File: src/rtl/ign_output_guard_pkg.sv
// ---------------------------------------------------------------------------
// ign_output_guard_pkg
// Shared definitions for the ignition output guard: the per-channel guard
// state encoding and the tick rate used to convert millisecond limits into
// clock-cycle limits (firmware and bench use the same constant).
// ---------------------------------------------------------------------------
package ign_output_guard_pkg;

    typedef enum logic [1:0] {
        ST_IDLE     = 2'd0,
        ST_CHARGE   = 2'd1,
        ST_LOCKOUT  = 2'd2,
        ST_COOLDOWN = 2'd3
    } guard_state_t;

    // 2 MHz tick domain
    localparam int unsigned TICKS_PER_MS = 2000;

    function automatic int unsigned ms_to_ticks(input int unsigned ms);
        return ms * TICKS_PER_MS;
    endfunction

endpackage

File: src/rtl/ign_output_guard_if.sv
// ---------------------------------------------------------------------------
// ign_output_guard_if
// Bundles the guard's request/config inputs and guarded outputs.
//   enable          : global guard enable
//   ign_req         : raw coil requests, one bit per channel (bit0 = channel a)
//   max_dwell       : max on-time in clk cycles (0 = no limit)
//   min_off         : min off-time in clk cycles (0 = no cooldown)
//   fault_clr       : per-channel single-cycle fault clear
//   ign_out         : guarded coil drive
//   fault_overdwell : sticky over-dwell flags
//   dwell_last      : packed per-channel last completed dwell length
// master = the side driving requests/config, slave = the guard itself.
// ---------------------------------------------------------------------------
interface ign_output_guard_if #(
    parameter int N_CH  = 4,
    parameter int CNT_W = 16
);
    logic                  enable;
    logic [N_CH-1:0]       ign_req;
    logic [CNT_W-1:0]      max_dwell;
    logic [CNT_W-1:0]      min_off;
    logic [N_CH-1:0]       fault_clr;
    logic [N_CH-1:0]       ign_out;
    logic [N_CH-1:0]       fault_overdwell;
    logic [N_CH*CNT_W-1:0] dwell_last;

    modport master (
        output enable, ign_req, max_dwell, min_off, fault_clr,
        input  ign_out, fault_overdwell, dwell_last
    );

    modport slave (
        input  enable, ign_req, max_dwell, min_off, fault_clr,
        output ign_out, fault_overdwell, dwell_last
    );
endinterface

File: src/rtl/ign_guard_channel.sv
// ---------------------------------------------------------------------------
// ign_guard_channel
// One guarded ignition channel: passes a coil request through with one cycle
// of latency, force-releases it after max_dwell cycles (raising a sticky
// fault), and enforces min_off idle cycles after every release.
//   clk, reset_n : clock, async active-low reset
//   enable       : low forces the channel idle (releases any dwell)
//   req          : raw coil request
//   max_dwell    : on-time limit, 0 disables
//   min_off      : cooldown length, 0 disables
//   fault_clr    : clears the sticky fault (a same-cycle set wins)
//   out          : registered coil drive
//   fault        : sticky over-dwell flag
//   dwell_last   : length of the last completed dwell (saturating)
// ---------------------------------------------------------------------------
module ign_guard_channel
    import ign_output_guard_pkg::*;
#(
    parameter int CNT_W = 16
) (
    input  logic             clk,
    input  logic             reset_n,
    input  logic             enable,
    input  logic             req,
    input  logic [CNT_W-1:0] max_dwell,
    input  logic [CNT_W-1:0] min_off,
    input  logic             fault_clr,
    output logic             out,
    output logic             fault,
    output logic [CNT_W-1:0] dwell_last
);
    localparam logic [CNT_W-1:0] CNT_ONE = CNT_W'(1);

    function automatic logic [CNT_W-1:0] sat_inc(input logic [CNT_W-1:0] v);
        return (&v) ? v : v + CNT_ONE;
    endfunction

    guard_state_t     state_q, state_d;
    logic [CNT_W-1:0] cnt_q, cnt_d;
    logic [CNT_W-1:0] dwell_q, dwell_d;
    logic             out_q, out_d;
    logic             fault_q, fault_d;
    logic             fault_set;
    guard_state_t     rel_state;

    // Where a released coil goes: skip the cooldown entirely when it is zero.
    assign rel_state = (min_off == '0) ? ST_IDLE : ST_COOLDOWN;

    always_comb begin
        state_d   = state_q;
        cnt_d     = cnt_q;
        dwell_d   = dwell_q;
        out_d     = 1'b0;
        fault_set = 1'b0;

        if (!enable) begin
            // Guard disabled: drop the coil without recording a dwell.
            state_d = ST_IDLE;
            cnt_d   = '0;
        end else begin
            case (state_q)
                ST_IDLE: begin
                    if (req) begin
                        state_d = ST_CHARGE;
                        cnt_d   = CNT_ONE;
                        out_d   = 1'b1;
                    end
                end
                ST_CHARGE: begin
                    if (!req) begin
                        state_d = rel_state;
                        dwell_d = cnt_q;
                        cnt_d   = CNT_ONE;
                    end else if ((max_dwell != '0) && (cnt_q >= max_dwell)) begin
                        // cnt counts cycles already driven high, so this
                        // yields exactly max_dwell high cycles.
                        state_d   = ST_LOCKOUT;
                        dwell_d   = cnt_q;
                        fault_set = 1'b1;
                    end else begin
                        cnt_d = sat_inc(cnt_q);
                        out_d = 1'b1;
                    end
                end
                ST_LOCKOUT: begin
                    // Stuck request: hold off until it is dropped.
                    if (!req) begin
                        state_d = rel_state;
                        cnt_d   = CNT_ONE;
                    end
                end
                ST_COOLDOWN: begin
                    if (cnt_q >= min_off) begin
                        // A request still pending starts a truncated dwell
                        // now rather than sparking late.
                        if (req) begin
                            state_d = ST_CHARGE;
                            cnt_d   = CNT_ONE;
                            out_d   = 1'b1;
                        end else begin
                            state_d = ST_IDLE;
                        end
                    end else begin
                        cnt_d = sat_inc(cnt_q);
                    end
                end
                default: begin
                    state_d = ST_IDLE;
                    cnt_d   = '0;
                end
            endcase
        end

        fault_d = fault_set | (fault_q & ~fault_clr);
    end

    always_ff @(posedge clk or negedge reset_n) begin
        if (!reset_n) begin
            state_q <= ST_IDLE;
            cnt_q   <= '0;
            dwell_q <= '0;
            out_q   <= 1'b0;
            fault_q <= 1'b0;
        end else begin
            state_q <= state_d;
            cnt_q   <= cnt_d;
            dwell_q <= dwell_d;
            out_q   <= out_d;
            fault_q <= fault_d;
        end
    end

    assign out        = out_q;
    assign fault      = fault_q;
    assign dwell_last = dwell_q;

endmodule

File: src/rtl/ign_output_guard.sv
// ---------------------------------------------------------------------------
// ign_output_guard
// Last stage before the coil pins: N_CH independent guard channels enforcing
// a maximum coil on-time and a minimum off-time, with sticky over-dwell flags.
//   clk     : system clock (2 MHz tick domain)
//   reset_n : async active-low reset
//   bus     : ign_output_guard_if slave (requests, config, guarded outputs,
//             fault flags, packed dwell_last with channel i at
//             [i*CNT_W +: CNT_W])
// ---------------------------------------------------------------------------
module ign_output_guard
    import ign_output_guard_pkg::*;
#(
    parameter int N_CH  = 4,
    parameter int CNT_W = 16
) (
    input logic                clk,
    input logic                reset_n,
    ign_output_guard_if.slave  bus
);
    logic [N_CH-1:0]       out_w;
    logic [N_CH-1:0]       fault_w;
    logic [N_CH*CNT_W-1:0] dwell_w;

    for (genvar i = 0; i < N_CH; i++) begin : g_ch
        ign_guard_channel #(
            .CNT_W(CNT_W)
        ) u_ch (
            .clk        (clk),
            .reset_n    (reset_n),
            .enable     (bus.enable),
            .req        (bus.ign_req[i]),
            .max_dwell  (bus.max_dwell),
            .min_off    (bus.min_off),
            .fault_clr  (bus.fault_clr[i]),
            .out        (out_w[i]),
            .fault      (fault_w[i]),
            .dwell_last (dwell_w[i*CNT_W +: CNT_W])
        );
    end

    assign bus.ign_out         = out_w;
    assign bus.fault_overdwell = fault_w;
    assign bus.dwell_last      = dwell_w;

endmodule
File: src/flat_wrapper.sv
// flat-port wrapper written by rule: the top's interface ports become plain ports
module ign_output_guard_flat import ign_output_guard_pkg::*;
#(
    parameter int N_CH  = 4,
    parameter int CNT_W = 16
)
  (clk, reset_n, bus_enable, bus_ign_req, bus_max_dwell, bus_min_off, bus_fault_clr, bus_ign_out, bus_fault_overdwell, bus_dwell_last);
  ign_output_guard_if #(.N_CH(N_CH), .CNT_W(CNT_W)) bus_i ();
  input logic clk;
  input logic reset_n;
  input wire logic [$bits(bus_i.enable)-1:0] bus_enable;
  input wire logic [$bits(bus_i.ign_req)-1:0] bus_ign_req;
  input wire logic [$bits(bus_i.max_dwell)-1:0] bus_max_dwell;
  input wire logic [$bits(bus_i.min_off)-1:0] bus_min_off;
  input wire logic [$bits(bus_i.fault_clr)-1:0] bus_fault_clr;
  output wire logic [$bits(bus_i.ign_out)-1:0] bus_ign_out;
  output wire logic [$bits(bus_i.fault_overdwell)-1:0] bus_fault_overdwell;
  output wire logic [$bits(bus_i.dwell_last)-1:0] bus_dwell_last;
  assign bus_i.enable = bus_enable;
  assign bus_i.ign_req = bus_ign_req;
  assign bus_i.max_dwell = bus_max_dwell;
  assign bus_i.min_off = bus_min_off;
  assign bus_i.fault_clr = bus_fault_clr;
  assign bus_ign_out = bus_i.ign_out;
  assign bus_fault_overdwell = bus_i.fault_overdwell;
  assign bus_dwell_last = bus_i.dwell_last;
  ign_output_guard #(.N_CH(N_CH), .CNT_W(CNT_W)) u_core (.clk(clk), .reset_n(reset_n), .bus(bus_i));
endmodule
File: config.mk
export PLATFORM = sky130hd
export DESIGN_NAME = ign_output_guard_flat
export DESIGN_NICKNAME = d
export VERILOG_FILES = /design/src/rtl/ign_output_guard_pkg.sv /design/src/rtl/ign_output_guard_if.sv /design/src/rtl/ign_guard_channel.sv /design/src/rtl/ign_output_guard.sv /design/src/flat_wrapper.sv
export SDC_FILE = /design/constraint.sdc
export NUM_CORES = 1
export LEC_CHECK = 0
export CORE_ASPECT_RATIO = 2
export CORE_MARGIN = 1.5
export CORE_UTILIZATION = 34
export DETAILED_ROUTE_END_ITERATION = 8
export PLACE_DENSITY = 0.55
export SETUP_SLACK_MARGIN = 0.3
export SLEW_MARGIN = 25
export SYNTH_ARGS = -nofsm -noshare
export SYNTH_HDL_FRONTEND = slang
export SYNTH_HIERARCHICAL = 1
export SYNTH_SLANG_ARGS = --single-unit
File: constraint.sdc
create_clock -name clk -period 3.21 [get_ports clk]
set_clock_uncertainty 0.15 [all_clocks]
set_input_delay 0.4815 -clock clk [delete_from_list [all_inputs] [get_ports clk]]
set_output_delay 0.4815 -clock clk [all_outputs]
set_load 0.03 [all_outputs]
==> impl_metrics.py <==
metrics = {
    "global_route": {
        "grt_overflow": 0,
        "grt_pass1_wl_mm": 74.73,
        "grt_max_degree": 61,
        "grt_pass1_vias": 13450,
        "antenna_found_initial": 0,
        "gr-usage-all-layers_pct": 26.47,
    },
    "drt": {
        "first_pass_iters": 6,
        "drc": 0,
        "vias": 13200,
        "drt_iter0_drc": 1075,
        "wl_per_cell_um": 21.52,
        "viasPerCell": 5.864,
        "ant_nets": 0,
        "wl_mm": 48.44,
    },
    "cells_and_area": {
        "nets": 1968,
        "final_core_util_pct": 49.27,
        "drive_above_1_share_pct": 28.68,
        "area_growth_pct": 42.19,
        "antennaDiodeCount": 0,
        "stdcell_area_sq_mm": 0.01728,
    },
    "clock_network": {
        "htree_levels": 4,
        "cts_root_buffer": "clkbuf_16",
        "cts_buffers": 17,
        "clk_pin_slew_ns": 0.08,
        "insertion_delay_ns": 0.47,
        "cts.sinks": 144,
        "cts_tree": "done",
        "clock_path_buffers": 2,
    },
    "critical_path": {
        "path_class": "flip-flop to flip-flop",
        "cpMaxStageDelayCell": "or4b_4",
        "startpoint_type": "flip-flop",
        "required_ns": 3.40,
        "crit_fanout": 6,
        "crit_arrival_ns": 3.20,
        "max_stage_delay_ns": 0.47,
        "path_cells": "ha_1, nand4_1, nor3_2, buf_4, or4b_4, a31oi_4, nand2b_4, and3_4, buf_6, mux2_4",
        "critPathBufInv": 2,
        "cp_top_family": "simple AND/OR/NAND/NOR gates",
        "cp-end-kind": "flip-flop",
    },
    "placement": {
        "dp_hpwl_mm": 36.80,
        "io_buffer_count": 114,
        "placed_area_sq_mm": 0.01572,
        "gp_congestion": 0.9655,
    },
    "floorplan": {
        "initial_utilization_pct": 34.65,
        "io_pins": 115,
        "die_x_um": 136.7,
        "die-area_sq_mm": 0.03696,
        "die_h_um": 270.4,
        "placementRows": 97,
        "core_area_sq_mm": 0.03507,
    },
    "power": {
        "intPower_mw": 4.125,
        "power.density_mw_per_mm2": 348.3,
        "leakage_nw": 8.128,
        "p_seq_share_pct": 33.0,
        "switchingPower_mw": 1.894,
        "switching_share_pct": 31.47,
        "pwr-share-comb_pct": 27.0,
        "peakVddDrop_mv": 0.4134,
        "finalPower_mw": 6.019,
        "pwr-share-clk_pct": 40.0,
    },
    "timing": {
        "period_share_pct": 93.60,
        "whs_ns": 0.2843,
        "slew_headroom_pct": 51.43,
        "slew_violations": 0,
        "hold_viol": 0,
        "rsz0062_at_grt": "yes",
        "period_minus_slack_ns": 3.005,
        "setup_tns_ns": 0,
        "setup_viol": 0,
        "worstMarginPinSlew_ns": 0.7259,
        "clock.fmax_mhz": 332.8,
    },
    "logic_synthesis": {
        "ys_async_sr_fraction_pct": 100.0,
        "synth.distinct_cells": 72,
        "ys_top_cells_by_area": "dfrtp_1 30%, ha_1 14%, inv_1 4.7%",
        "yosys_warnings": 6,
        "synth_edf_count": 0,
        "netlist_top_cells_count": "152 x inv_1, 144 x dfrtp_1, 132 x ha_1",
        "yosysMostFrequentCell": "inv_1",
        "netlist_area_sq_mm": 0.01215,
        "syn-num-nets": 1603,
        "syn_avg_cell_area_sq_um": 8.511,
        "synth_top_area_cell": "dfrtp_1",
        "yosysTopAreaCellShare_pct": 29.65,
        "synth_cells": 1428,
        "seq_area_frac_synth_pct": 29.65,
        "synth_seq_cells": 144,
        "synthFlopType": "dfrtp_1",
    },
    "job": {
        "drv_cap": 0,
    },
    "outcome": {
        "run_status": "completed",
    },
    "worst_hold_path": {
        "hold_class": "input pin to flip-flop",
    },
}
layout make-up:
class / instances / area (sq um)
fill: 3394 / 17790
multi-input combinational: 1071 / 8333
sequential: 144 / 3606
timing repair buffer: 404 / 3520
inverter: 155 / 581.8
tap: 445 / 556.8
clock buffer: 20 / 456.7
clock inverter: 12 / 227.7
metal layers:
metal / vias to the layer above / part of all wire (%) / GRT usage [%]
met5: - / 0 / 0
met4: 0 / 6.7 / 17.16
met3: 171 / 4.7 / 3.247
met2: 501 / 52 / 47.75
met1: 6426 / 36 / 28.23
li1: 6102 / - / -
cell families after synthesis:
group / count (synthesis) / share of synthesized area (%)
simple gates: 439 / 18.94
compound gates: 435 / 24.80
flops: 144 / 29.65
mux: 65 / 6.022
buf+inv: 213 / 7.000
fa+ha+maj: 132 / 13.59
stage by stage:
| stage | std cells | setup WS (ns) |
|---|---|---|
| 2_1_floorplan | 1428 | 0.3045 |
| 3_3_place_gp | 2196 | -0.7208 |
| 3_5_place_dp | 2196 | -0.7349 |
| 4_1_cts | 2244 | 0.1574 |
| 5_1_grt | 2251 | 0.1637 |
| 6_report | 2251 | 0.2053 |
final timing paths:
kind                                                    start                            endpoint  slack [ns]  depth (start not counted)
max in group asynchronous                             reset_n       u_core/g_ch[2].u_ch/cnt_q[12]        1.76                          3
hold / removal                                     bus_enable      u_core/g_ch[2].u_ch/state_q[0]        0.28                          3
min in group asynchronous                             reset_n      u_core/g_ch[1].u_ch/state_q[0]        0.41                          2
setup / recovery                u_core/g_ch[3].u_ch/cnt_q[12]   u_core/g_ch[3].u_ch/dwell_last[2]        0.21                         10
setup reg to reg                u_core/g_ch[3].u_ch/cnt_q[12]   u_core/g_ch[3].u_ch/dwell_last[2]        0.21                         10
hold reg to reg            u_core/g_ch[2].u_ch/dwell_last[12]  u_core/g_ch[2].u_ch/dwell_last[12]        0.34                          1
what timing repair did:
action	CTS	global route
setup endpoints to repair	137	94
gates cloned	3	0
gates resized for setup	155	64
buffers inserted	12	7
pin swaps	39	26
endpoints found under the hold margin	58	0
hold buffers	1	0
state kept, by name, summed over array words and instances, names as in the netlist:
signal	cells
u_core/g_ch.u_ch/state_q	8
u_core/g_ch.u_ch/cnt_q	64
u_core/g_ch.u_ch/dwell_last	64
u_core/g_ch.u_ch/fault	4
u_core/g_ch.u_ch/out	4
cell usage in the layout, fill, tap and decap left out, types with 14 or more instances in the layout:
cell type / netlist / layout
a21oi_1: 107 / 102
a31o_2: 14 / 14
a31oi_1: 30 / 29
and3_1: 21 / 16
buf_4: 1 / 245
buf_6: 3 / 35
clkbuf_16: 0 / 17
clkdlybuf4s50_1: 0 / 80
dfrtp_1: 144 / 142
dlygate4sd2_1: 0 / 20
ha_1: 132 / 123
inv_1: 152 / 143
mux2_2: 46 / 40
mux2_4: 0 / 16
nand2_1: 97 / 92
nand2b_1: 18 / 15
nand3_1: 38 / 35
nand4_1: 43 / 43
nor2_1: 80 / 79
nor3_1: 32 / 30
nor4_1: 36 / 34
o211ai_1: 17 / 17
o21a_1: 15 / 15
o21ai_0: 74 / 67
o2bb2ai_1: 25 / 24
worst min-delay path, cell delays in order:
cell	delay, ns
buf_2	0.20
o21ai_0	0.12
nor2_1	0.05
power by group through the flow:
stage,Clock [mW],Combinational [mW],Sequential [mW]
after detailed placement,0,1.47,2.02
after global routing,2.53,1.74,2.00
final,2.40,1.63,1.99
after floorplan,0,0.637,2.09
after CTS,2.44,1.58,1.99
after global placement,0,1.46,2.02
Note: power is estimated with default switching activity, not from simulation.
